`config.mk`:
```
export PLATFORM = sky130hd
export DESIGN_NAME = nn_inference_sequencer
export DESIGN_NICKNAME = d
export VERILOG_FILES = /design/src/rtl/nn_inference_sequencer.sv
export SDC_FILE = /design/constraint.sdc
export NUM_CORES = 1
export LEC_CHECK = 0
export ABC_CLOCK_PERIOD_IN_PS = 2200
export BUFFER_PORTS_ARGS = -buffer_cell sky130_fd_sc_hd__buf_2
export CAP_MARGIN = 20
export CORE_AREA = 2 2 73 75
export CTS_BUF_LIST = sky130_fd_sc_hd__clkbuf_8
export CTS_CLUSTER_DIAMETER = 30
export DETAILED_ROUTE_END_ITERATION = 16
export DIE_AREA = 0 0 75 77
export PLACE_DENSITY_LB_ADDON = 0.08
export SLEW_MARGIN = 10
export SYNTH_ARGS = -nofsm -noshare
export SYNTH_HDL_FRONTEND = slang
export SYNTH_SLANG_ARGS = --single-unit
```
`constraint.sdc`:
```
create_clock -name clk_i -period 2.2 [get_ports clk_i]
set_input_delay 0.44 -clock clk_i [delete_from_list [all_inputs] [get_ports clk_i]]
set_output_delay 0.44 -clock clk_i [all_outputs]
set_load 0.1 [all_outputs]
```
`src/rtl/nn_inference_sequencer.sv`:
```
// nn_inference_sequencer
// Launches one forward pass of the slow-clocked neural_network per start
// request. The start level is synchronised and edge-detected, nn_start is
// stretched over several slow-clock periods, done is awaited with a timeout,
// and the argmax is latched into a stable result register for the display.
// Optional build macro: AUTO_RERUN_EN (rerun while start is held high).
//
// state     | meaning
// IDLE      | waiting for a start edge with drawing inactive
// LAUNCH    | nn_start high for START_HOLD cycles
// WAIT_DONE | waiting for synchronised done, timeout counter running
// CAPTURE   | latching argmax (out-of-range maps to 10) into result
// DRAIN     | waiting for done to drop so it cannot complete the next run
// ERROR     | last run timed out; a new start edge relaunches

module nn_inference_sequencer #(
  parameter int unsigned START_HOLD     = 32,
  parameter int unsigned TIMEOUT_CYCLES = 2000000,
  parameter int unsigned RERUN_GAP      = 1024
) (
  input  logic       clk_i,
  input  logic       resetn_i,
  input  logic       start_req_i,
  input  logic       draw_active_i,
  input  logic       nn_done_i,
  input  logic [3:0] nn_argmax_i,
  output logic       nn_start_o,
  output logic [3:0] result_o,
  output logic       result_valid_o,
  output logic       busy_o,
  output logic       timeout_err_o,
  output logic [2:0] state_dbg_o
);

  localparam logic [2:0] S_IDLE      = 3'd0;
  localparam logic [2:0] S_LAUNCH    = 3'd1;
  localparam logic [2:0] S_WAIT_DONE = 3'd2;
  localparam logic [2:0] S_CAPTURE   = 3'd3;
  localparam logic [2:0] S_DRAIN     = 3'd4;
  localparam logic [2:0] S_ERROR     = 3'd5;

  localparam int unsigned HOLD_W = $clog2(START_HOLD + 1);
  localparam int unsigned TO_W   = $clog2(TIMEOUT_CYCLES + 1);
  localparam logic [HOLD_W-1:0] HOLD_LAST = HOLD_W'(START_HOLD - 1);
  localparam logic [TO_W-1:0]   TO_MAX    = TO_W'(TIMEOUT_CYCLES);

  // Counters below cannot represent degenerate parameter values
  if (START_HOLD < 1 || TIMEOUT_CYCLES < 2 || RERUN_GAP < 1) begin : g_param_check
    $error("nn_inference_sequencer: invalid parameter values");
  end

  logic              start_s1_q, start_s2_q, start_prev_q;
  logic              done_s1_q, done_s2_q;
  logic              start_edge, launch_ok;
  logic [2:0]        state_q, state_d;
  logic [HOLD_W-1:0] hold_q, hold_d;
  logic [TO_W-1:0]   to_q, to_d;
  logic [3:0]        result_q, result_d;
  logic              valid_q, valid_d;
  logic              terr_q, terr_d;
  logic              nn_start_q, busy_q;

`ifdef AUTO_RERUN_EN
  localparam int unsigned GAP_W = $clog2(RERUN_GAP + 1);
  localparam logic [GAP_W-1:0] GAP_LAST = GAP_W'(RERUN_GAP - 1);
  localparam logic [GAP_W-1:0] GAP_MAX  = GAP_W'(RERUN_GAP);

  logic [GAP_W-1:0] gap_q, gap_d;
  logic             ran_ok_q, ran_ok_d;
  logic             rerun_q, rerun_d;
  logic             gap_cond, auto_go;
`endif

  // Two-flop synchronisers for the async start switch and slow-domain done
  always_ff @(posedge clk_i or negedge resetn_i) begin
    if (!resetn_i) begin
      start_s1_q   <= 1'b0;
      start_s2_q   <= 1'b0;
      start_prev_q <= 1'b0;
      done_s1_q    <= 1'b0;
      done_s2_q    <= 1'b0;
    end else begin
      start_s1_q   <= start_req_i;
      start_s2_q   <= start_s1_q;
      start_prev_q <= start_s2_q;
      done_s1_q    <= nn_done_i;
      done_s2_q    <= done_s1_q;
    end
  end

  assign start_edge = start_s2_q & ~start_prev_q;
  assign launch_ok  = start_edge & ~draw_active_i;

`ifdef AUTO_RERUN_EN
  // Gap counter only runs while a completed result sits in IDLE with start held
  assign gap_cond = (state_q == S_IDLE) && ran_ok_q && start_s2_q && !draw_active_i;
  assign auto_go  = gap_cond && (gap_q == GAP_LAST);
  assign gap_d    = !gap_cond ? '0 :
                    (gap_q == GAP_MAX) ? gap_q : gap_q + GAP_W'(1);

  // Rerun bookkeeping: gap count, completed-run flag, auto-launch marker
  always_ff @(posedge clk_i or negedge resetn_i) begin
    if (!resetn_i) begin
      gap_q    <= '0;
      ran_ok_q <= 1'b0;
      rerun_q  <= 1'b0;
    end else begin
      gap_q    <= gap_d;
      ran_ok_q <= ran_ok_d;
      rerun_q  <= rerun_d;
    end
  end
`endif

  // Next-state, counter and result logic
  always_comb begin
    state_d  = state_q;
    hold_d   = hold_q;
    to_d     = to_q;
    result_d = result_q;
    valid_d  = valid_q;
    terr_d   = terr_q;
`ifdef AUTO_RERUN_EN
    ran_ok_d = ran_ok_q;
    rerun_d  = rerun_q;
`endif
    case (state_q)
      S_IDLE: begin
        hold_d = '0;
        to_d   = '0;
        if (launch_ok) begin
          state_d = S_LAUNCH;
`ifdef AUTO_RERUN_EN
          rerun_d = 1'b0;
        end else if (auto_go) begin
          state_d = S_LAUNCH;
          rerun_d = 1'b1;
`endif
        end
      end
      S_LAUNCH: begin
        // An automatic rerun keeps showing the previous result until capture
`ifdef AUTO_RERUN_EN
        if (!rerun_q) valid_d = 1'b0;
`else
        valid_d = 1'b0;
`endif
        terr_d = 1'b0;
        to_d   = '0;
        if (hold_q == HOLD_LAST) begin
          state_d = S_WAIT_DONE;
          hold_d  = '0;
        end else begin
          hold_d = hold_q + HOLD_W'(1);
        end
      end
      S_WAIT_DONE: begin
        to_d = (to_q == TO_MAX) ? to_q : to_q + TO_W'(1);
        if (done_s2_q) begin
          state_d = S_CAPTURE;
        end else if (to_d == TO_MAX) begin
          state_d = S_ERROR;
        end
      end
      S_CAPTURE: begin
        result_d = (nn_argmax_i > 4'd9) ? 4'd10 : nn_argmax_i;
        valid_d  = 1'b1;
        state_d  = S_DRAIN;
`ifdef AUTO_RERUN_EN
        ran_ok_d = 1'b1;
`endif
      end
      S_DRAIN: begin
        if (!done_s2_q) state_d = S_IDLE;
      end
      S_ERROR: begin
        result_d = 4'd10;
        terr_d   = 1'b1;
        valid_d  = 1'b0;
        hold_d   = '0;
`ifdef AUTO_RERUN_EN
        ran_ok_d = 1'b0;
`endif
        if (launch_ok) begin
          state_d = S_LAUNCH;
`ifdef AUTO_RERUN_EN
          rerun_d = 1'b0;
`endif
        end
      end
      default: begin
        state_d = S_IDLE;
      end
    endcase
  end

  // State, counters and registered outputs; nn_start and busy follow the next state
  always_ff @(posedge clk_i or negedge resetn_i) begin
    if (!resetn_i) begin
      state_q    <= S_IDLE;
      hold_q     <= '0;
      to_q       <= '0;
      result_q   <= 4'd15;
      valid_q    <= 1'b0;
      terr_q     <= 1'b0;
      nn_start_q <= 1'b0;
      busy_q     <= 1'b0;
    end else begin
      state_q    <= state_d;
      hold_q     <= hold_d;
      to_q       <= to_d;
      result_q   <= result_d;
      valid_q    <= valid_d;
      terr_q     <= terr_d;
      nn_start_q <= (state_d == S_LAUNCH);
      busy_q     <= (state_d == S_LAUNCH) || (state_d == S_WAIT_DONE) ||
                    (state_d == S_CAPTURE) || (state_d == S_DRAIN);
    end
  end

  assign nn_start_o     = nn_start_q;
  assign result_o       = result_q;
  assign result_valid_o = valid_q;
  assign busy_o         = busy_q;
  assign timeout_err_o  = terr_q;
  assign state_dbg_o    = state_q;

endmodule
```
# Word level (Yosys, flattened, before mapping)
# Cells that the tools add are included.
[totals]
inputBits = 9
out_inout_bits = 11
regBits = 43
word_cells = 58
[classes]
n_lt_le_gt_ge = 1
n_reduce_logical = 12
n_eq_ne = 12
mux = 14
addsub = 2
bitwise = 4
[ops]
columns = ["cell", "count"]
rows = [
  ["== test 21 bit, second input constant", 2],
  ["case mux 21 bit (2 select lines)", 1],
  ["adder 21 x 1 -> 21 bit, second input constant", 1],
  ["two-way mux 21 bit", 1],
  ["two-way mux 3 bit", 5],
  ["case mux 3 bit (5 select lines)", 1],
  ["== test 3 x 2 -> 1 bit, second input constant", 4],
  ["case mux 6 bit (2 select lines)", 1],
  ["nonzero test 2 bit", 5],
  ["== test 3 bit, second input constant", 3],
  ["case mux 4 bit (2 select lines)", 1],
  ["adder 6 x 1 -> 6 bit, second input constant", 1],
  ["== test 3 x 1 -> 1 bit, second input constant", 2],
  ["== test 6 x 5 -> 1 bit, second input constant", 1],
  ["two-way mux 6 bit", 1],
  ["OR reduction 2 bit", 3],
  ["> comparator 4 bit, second input constant", 1],
  ["two-way mux 4 bit", 1],
  ["case mux 1 bit (2 select lines)", 2],
  ["logical NOT 3 bit", 1],
  ["logical OR 1 bit", 3],
  ["bitwise AND 1 bit", 2],
  ["NOT 1 bit", 2],
]

# Longest topological paths before layout
# Gate-level depths: netlist of the first run.
[logic_depth]
word_depth = 10
mapped_depth = 9
ltp_nobuf = 8

# Worst setup path after synthesis of the first run
# No wires, ideal clock.
[synth_timing]
kind = "register to register"
from = "register to_q[0]"
to = "register busy_q (netlist: busy_o)"
setup_slack_ns = -0.027
required_time_ns = 2.053
arrival_time_ns = 2.080
setup_ns = 0.147
period_less_slack_ns = 2.227
path_stages_with_launch = 10
n_path_buf = 1
path_cell_list = "dfrtp_1 > inv_1 > ha_1 > and4bb_1 > nand4_1 > or4_1 > buf_2 > mux2i_4 > nor4_4 > a41oi_1"
[synth_via]
elab_chain_cells = 10
word_cells_on_any_way = 14
classes_between = "1 x add/sub; 6 x eq/ne; 4 x mux; 3 x reduce/logical"
[synth_lines]
columns = ["element", "line", "source"]
rows = [
  ["start: declaration", "57", "logic [TO_W-1:0] to_q, to_d;"],
  ["start signal: assignment", "211", "to_q <= to_d;"],
  ["adder 21 x 1 -> 21 bit or == test 21 bit (tied branches)", "158", "to_d = (to_q == TO_MAX) ? to_q : to_q + TO_W'(1);"],
  ["two-way mux 21 bit *", "158", ""],
  ["== test 21 bit *", "161", "end else if (to_d == TO_MAX) begin"],
  ["two-way mux 3 bit *", "161", ""],
  ["two-way mux 3 bit *", "159", "if (done_s2_q) begin"],
  ["case mux 3 bit (5 select lines) *", "127", "case (state_q)"],
  ["== test 3 x 1 -> 1 bit or == test 3 x 2 -> 1 bit (tied branches)", "216", "busy_q <= (state_d == S_LAUNCH) || (state_d == S_WAIT_DONE) ||"],
  ["logical OR 1 bit (2 in series)", "216", ""],
  ["logical OR 1 bit *", "217", "(state_d == S_CAPTURE) || (state_d == S_DRAIN);"],
  ["end signal: assignment", "216", ""],
  ["end: declaration", "61", "logic nn_start_q, busy_q;"],
]
# Mark *: on every way between the ends. The rest lies on a longest branch, timed or not.
# A chain may end at the register's enable or synchronous reset.

# Final worst setup path of the first run
[layout_timing]
from = "register to_q[8]"
to = "register state_q[0] (netlist: state_dbg_o[0])"
[layout_via]
elab_chain_cells = 6
word_cells_on_any_way = 7
classes_between = "1 x add/sub; 2 x eq/ne; 4 x mux"
[layout_lines]
columns = ["element", "line", "source"]
rows = [
  ["adder 21 x 1 -> 21 bit or == test 21 bit (tied branches)", "158", ""],
  ["two-way mux 21 bit *", "158", ""],
  ["== test 21 bit *", "161", ""],
  ["two-way mux 3 bit *", "161", ""],
  ["two-way mux 3 bit *", "159", ""],
  ["case mux 3 bit (5 select lines) *", "127", ""],
  ["via state_d[0]", "55", "logic [2:0] state_q, state_d;"],
  ["end signal: assignment", "209", "state_q <= state_d;"],
  ["end: declaration", "55", ""],
]
# Mark *: on every way through the listed nets, which the timed path passes. The rest lies on a longest branch.

==> flow_summary.yaml, run 1 <==
run_status:
  outcome: "complete, no violations"
drt:
  dr.first_iter.drc_count: 134
  drt_wl_total_um: 6160
  vias: 2369
  drtAntennaViolNets: 0
  drtPass1Iterations: 4
  drt_drc_violations_left: 0
  routedWlPerCell_um: 14.9
  viasPerCell: 5.74
floorplanning:
  row_count: 26
  die_area_um2: 5780
  die_w_um: 75
  start_util_pct: 54.1
  io_pins: 20
  coreArea_um2: 4980
  die_h_um: 77
clocking:
  clkTransAtPathRegs_ps: 80
  cts_buffers: 5
  root_buffer: "clkbuf_8"
  cts_buffer_depth: 2
  clk_latency_ps: 290
  clock-sinks: 43
  cts_tree: "done"
  cts_max_level: 2
logic_synthesis:
  yosysWarnings: 0
  synthesis.nets: 310
  muxShareOfSynthArea_pct: 2.04
  syn_area_um2: 2690
  ys_ff_latch: 43
  synth_edf_count: 0
  synth_compound_area_share_pct: 20.7
  yosys.area_share.adder_pct: 1.39
  synthXorXnorAreaFrac_pct: 2.60
  synth_top_family_by_area: "simple AND/OR/NAND/NOR gates"
  synth_ff_type: "dfrtp_1"
  synthSimpleGateAreaFrac_pct: 26.8
  synth.avg_cell_area_um2: 9.04
  synth_cell_types: 62
  async_flop_share_pct: 100
  synthCells: 298
  ys_seq_area_share_pct: 40.1
sta:
  holdWs_ps: 211
  finalHoldViolCount: 0
  final_max_slew_viol_count: 0
  max_slew_margin_pct: 63.9
  setup_viol: 0
  fin_skew_ps: 5.97
  tightest_slew_ps: 542
  fmax_ghz: 0.477
  min_period_ps: 2090
  post-route-period-util_pct: 95.2
flow_run:
  maxCapViolCount: 0
grt:
  grtUsageMet1_pct: 32.9
  grt.overflow.total: 0
  use_met2_pct: 36.4
  top_usage_layer: "met2"
  use_met3_pct: 4.99
  grt_pass1_wl_um: 10700
  grt_usage_pct: 23.8
  grt_max_degree: 44
  grt_pass1_vias: 2283
  antenna_found_initial: 0
finish:
  multiInputGateArea_um2: 1470
  drive_above_1_share_pct: 28.6
  syn_to_final_growth_pct: 18.2
  nets: 354
  regArea_um2: 1080
  fin_util_pct: 64.0
  n_fill_cell: 437
  n_antenna_cell: 0
  stdcell_count: 413
pwr:
  switching_share_pct: 39.1
  seqPwrFrac_pct: 40.2
  internal-power_mw: 1.53
  combinationalPowerShare_pct: 31.1
  powerDensity_nw_per_um2: 791
  peakVddDrop_v: 0.000633
  pwr-share-clk_pct: 28.7
  p_sw_mw: 0.985
  totalPowerFinal_mw: 2.52
  p_leak_nw: 1.39
setup_path:
  worstPathRequired_ps: 2440
  end_kind: "register"
  start_kind: "register"
  worst-setup-path-type: "reg -> reg"
  critPathMaxFanout: 8
  worstPathArrival_ps: 2330
placed_design:
  gp_congestion: 0.857
  dp_cells: 403
  portBuffers: 19
  detailed_place_hpwl_um: 4390
worst_hold_path:
  min_path_type: "in -> async"
through the flow:
step           setup slack (ps)  setup TNS, ps  instance area (um2)
2_1_floorplan              25.5              0                 2690
3_3_place_gp               77.5              0                 3020
3_5_place_dp               24.2              0                 3020
4_1_cts                    5.71              0                 3150
5_1_grt                   -8.50          -8.50                 3180
6_report                    105              0                 3180
layer usage:
layer  part of all wire [%]  wire (um)
met1                     46       2850
met3                    5.7        352
met4                    1.6         99
met2                     46       2860
met5                      0          0
kinds of logic after synthesis:
kind of cell    count (synthesis)
simple gates                  119
compound gates                 91
flops                          43
buf+inv                        30
xor+xnor                        8
mux                             4
fa+ha+maj                       3
synth_stat cells, types with 2 or more instances:
cell	number	area share (%)
a21o_1	2	0.56
a21oi_1	12	2.2
a22oi_1	2	0.56
a31oi_1	11	2.6
a32o_1	3	1.1
and2_1	2	0.46
and3_1	4	0.93
and4bb_1	2	0.93
buf_4	3	0.84
buf_6	6	2.5
clkbuf_1	9	1.3
dfrtp_1	39	36
dfstp_2	4	3.9
ha_1	3	1.4
inv_1	11	1.5
mux2_2	2	0.84
nand2_1	33	4.6
nand2_2	2	0.46
nand2b_1	4	0.93
nand3_1	6	1.1
nand4_1	10	2.3
nand4_4	2	1.6
nor2_1	17	2.4
nor2b_1	4	0.93
nor3_1	10	1.9
nor3b_1	3	0.84
nor4_1	2	0.46
nor4_2	2	0.93
nor4_4	2	1.6
o21ai_0	34	6.3
o21ai_1	12	2.2
o31ai_1	3	0.84
or2_2	2	0.46
xnor2_1	4	1.3
xor2_1	4	1.3
path summary, 6_finish.rpt:
| kind | startpoint | to | slack, ps | depth (start not counted) |
|---|---|---|---|---|
| setup / recovery | to_q[8] | state_dbg_o[0] | 110 | 8 |
| hold / removal | resetn_i | to_q[5] | 210 | 2 |
| setup reg to reg | to_q[8] | state_dbg_o[0] | 110 | 8 |
| hold reg to reg | done_s1_q | done_s2_q | 350 | 0 |
| max in group asynchronous | resetn_i | result_o[0] | 1610 | 2 |
| min in group clk_i | start_req_i | start_s1_q | 250 | 1 |
power by group through the flow:
stage                     clock network (mW)  logic, mW  registers, mW
after floorplan                            0      0.306           1.36
after detailed placement                   0      0.786           1.03
after global placement                     0      0.779           1.03
after CTS                              0.744      0.787           1.01
after global routing                   0.791      0.843           1.03
final                                  0.722      0.783           1.01
sequential cells by signal, indices dropped and copies added (netlist names):
name,flops
to_q,21
result_o,4
state_dbg_o,3
result_valid_o,1
nn_start_o,1
hold_q,6
start_s1_q,1
timeout_err_o,1
start_prev_q,1
done_s1_q,1
busy_o,1
start_s2_q,1
done_s2_q,1
worst max-delay path, stage by stage, from the launching register on:
cell and delay, ps:
dfrtp_1 390, buf_4 170, nand4_4 200, nor4_2 410
xnor2_1 180, o21ai_2 110, nor4_4 310, buf_4 170
a21o_1 100
layout make-up:
class / count / share of cell area, %
Multi-Input combinational cell: 225 / 46.1
Sequential cell: 43 / 34.0
Timing Repair Buffer: 56 / 11.7
Tap cell: 70 / 2.75
Clock buffer: 5 / 2.16
Clock inverter: 3 / 2.00
Inverter: 11 / 1.30
repair_timing:
| action | 4_1_cts | 5_1_grt |
|---|---|---|
| hold buffers | 0 | 0 |
| resized for setup | 0 | 5 |
| endpoints found under the setup margin | 0 | 4 |
| setup buffers | 0 | 2 |
| hold endpoints to repair | 0 | 0 |
cells in the final DEF, fill, tap and decap left out, types with 3 or more instances in the layout:
| cell | synthesis | layout |
|---|---|---|
| dfrtp_1 | 39 | 39 |
| and3_1 | 4 | 4 |
| nor3_2 | 1 | 4 |
| inv_1 | 11 | 12 |
| nor3b_1 | 3 | 3 |
| nand2b_1 | 4 | 4 |
| o31ai_1 | 3 | 3 |
| o21ai_1 | 12 | 12 |
| buf_4 | 3 | 37 |
| nand3_1 | 6 | 6 |
| a21oi_1 | 12 | 12 |
| dfstp_2 | 4 | 4 |
| xnor2_1 | 4 | 4 |
| a31oi_1 | 11 | 11 |
| nor2_1 | 17 | 17 |
| nand4_1 | 10 | 10 |
| o21ai_0 | 34 | 34 |
| xor2_1 | 4 | 4 |
| a32o_1 | 3 | 3 |
| nor3_1 | 10 | 7 |
| nor2b_1 | 4 | 4 |
| nand2_1 | 33 | 33 |
| buf_2 | 1 | 19 |
| clkbuf_8 | 0 | 5 |
No activity file was read; power rests on OpenSTA's default activity.
==> run 2: changes to the inputs <==
CORE_AREA = 2 2 86 88   (was 2 2 73 75)
DIE_AREA = 0 0 88 90   (was 0 0 75 77)
GPL_ROUTABILITY_DRIVEN = 0   (was unset)
==> run 2 against run 1 <==
Net effect:
- clock skew rose by 5.0 ps
- maximum frequency down 3.9%
- cell count up 7.5%
- combinational power is 8.3% higher
- non-clock buffer count up 2
- critical path depth did not move
- first-iteration DRC count decreased by 34%
- die area up 37%
- sequential cell count unchanged
- wire length rose by 10%
- clock-buffer cell count unchanged
- design area grew 0.12%
- largest cell class unchanged
==> flow_summary.yaml, run 2 (synthesis results as in run 1) <==
floorplanning:
  die_w_um: 88
  die_area_um2: 7920
  row_count: 31
  start_util_pct: 38.4
  coreArea_um2: 7020
  die_h_um: 90
  io_pins: 20
setup_path:
  reg2reg_slack_ps: 20
  worst-setup-path-type: "reg -> reg"
  start_kind: "register"
  reg2reg_depth: 8
  r2r_end: "busy_o"
  worstPathRequired_ps: 2370
  r2r-start: "to_q[0]"
  critPathMaxFanout: 4
  end_kind: "register"
  worstPathArrival_ps: 2350
grt:
  grt_pass1_vias: 2190
  antenna_found_initial: 0
  grt_usage_pct: 17.8
  grt_max_degree: 25
  top_usage_layer: "met1"
  grt_pass1_wl_um: 11100
  use_met2_pct: 26.3
  grtUsageMet1_pct: 26.7
  use_met3_pct: 3.12
  grt.overflow.total: 0
placed_design:
  pre_cts_slack_ps: -36.0
  place_area_um2: 3090
  portBuffers: 19
  detailed_place_hpwl_um: 4920
  dp_cells: 436
sta:
  final_max_slew_viol_count: 0
  fmax_ghz: 0.459
  min_period_ps: 2180
  post-route-period-util_pct: 99.1
  fin_skew_ps: 11.0
  rsz0062_at_grt: "true"
  max_slew_margin_pct: 66.2
  setup_viol: 0
  layout_setup_ws_ps: 19.8
  finalSetupTns_ps: 0
  tightest_slew_ps: 506
  finalHoldViolCount: 0
finish:
  stdcell_count: 444
  regMostFlops: "to_q"
  most-common-layout-cells: "dfrtp_1 (39), buf_4 (38), o21ai_0 (34), nand2_1 (33), buf_2 (19)"
  final_common_cell: "dfrtp_1"
  nets: 356
  syn_to_final_growth_pct: 18.3
  n_antenna_cell: 0
  finalInstanceArea_um2: 3190
  drive_above_1_share_pct: 28.4
  largest_reg_flops: 21
clocking:
  clock-sinks: 43
  cts_buffers: 5
  cts_tree: "done"
  cts_hold_buf: 0
  root_buffer: "clkbuf_8"
  postCtsSetupRepairBufs: 0
  clk_latency_ps: 300
  cts_max_level: 2
  clkTransAtPathRegs_ps: 90
  cts_buffer_depth: 2
drt:
  drt_drc_violations_left: 0
  routedWlPerCell_um: 15.3
  vias: 2365
  drtAntennaViolNets: 0
  drt_wl_total_um: 6800
  drtPass1Iterations: 4
  dr.first_iter.drc_count: 89
  viasPerCell: 5.33
pwr:
  totalPowerFinal_mw: 2.33
  p_leak_nw: 1.37
  powerDensity_nw_per_um2: 733
  peakVddDrop_v: 0.000338
run_status:
  outcome: "complete, no violations"
flow_run:
  maxCapViolCount: 0
worst_hold_path:
  min_path_type: "in -> async"
run 2: cell types whose count changed in the layout (fill, tap and decap cells not counted), moves of 2 or more:
cell        change
nor3_2          -2
nor3_1          +2
inv_1           -2
clkinvlp_4      +2
bufinv_16       -2
run 2: worst max path at each step:
stage / start / to / slack, ps / cells past startpoint
floorplan: state_dbg_o[0] / to_q[18] / 30 / 7
global placement: to_q[0] / busy_o / -9 / 8
detailed placement: to_q[0] / busy_o / -40 / 8
CTS: to_q[0] / busy_o / 2 / 8
global route: to_q[0] / busy_o / -130 / 8
finish: to_q[0] / busy_o / 20 / 8
run 2: stage by stage:
step	utilization [%]	hold slack (ps)
2_1_floorplan	-	144
3_3_place_gp	44.1	332
3_5_place_dp	44.1	335
4_1_cts	45.4	109
5_1_grt	45.4	114
6_report	45.4	95.1
run 2: repair_timing:
action                     CTS  global route
resized for setup            1             1
pin swaps                    0             3
setup endpoints to repair    1             4
run 2: power by group:
| part | internal (mW) | total (mW) | leakage (nW) | switching [mW] |
|---|---|---|---|---|
| Combinational | 0.194 | 0.848 | 0.777 | 0.654 |
| Sequential | 0.906 | 0.974 | 0.554 | 0.0678 |
| Clock | 0.221 | 0.513 | 0.0402 | 0.292 |
| Total | 1.32 | 2.33 | 1.37 | 1.01 |
run 2: layer usage:
| layer | routed length, um | share of wire, % | vias up |
|---|---|---|---|
| met5 | 0 | 0 | - |
| met4 | 71 | 1.0 | 0 |
| met3 | 197 | 2.9 | 6 |
| met2 | 3100 | 46 | 30 |
| met1 | 3430 | 51 | 1150 |
| li1 | - | - | 1179 |
run 2: area by class of cell:
| class | count | area (um2) |
|---|---|---|
| Timing Repair Buffer | 58 | 400 |
| Tap cell | 99 | 124 |
| Inverter | 11 | 41.3 |
| Multi-Input combinational cell | 225 | 1450 |
| Sequential cell | 43 | 1080 |
| Clock buffer | 5 | 68.8 |
| Fill cell | 673 | 3830 |
| Clock inverter | 3 | 20.0 |
run 2: critical path, cell delays in order (launching register included):
cell and delay (ps):
dfrtp_1 420, inv_2 70, ha_1 130, and4bb_1 180, nand4_1 100, or4_4 470
mux2i_4 210, nor4_4 310, a41oi_1 160
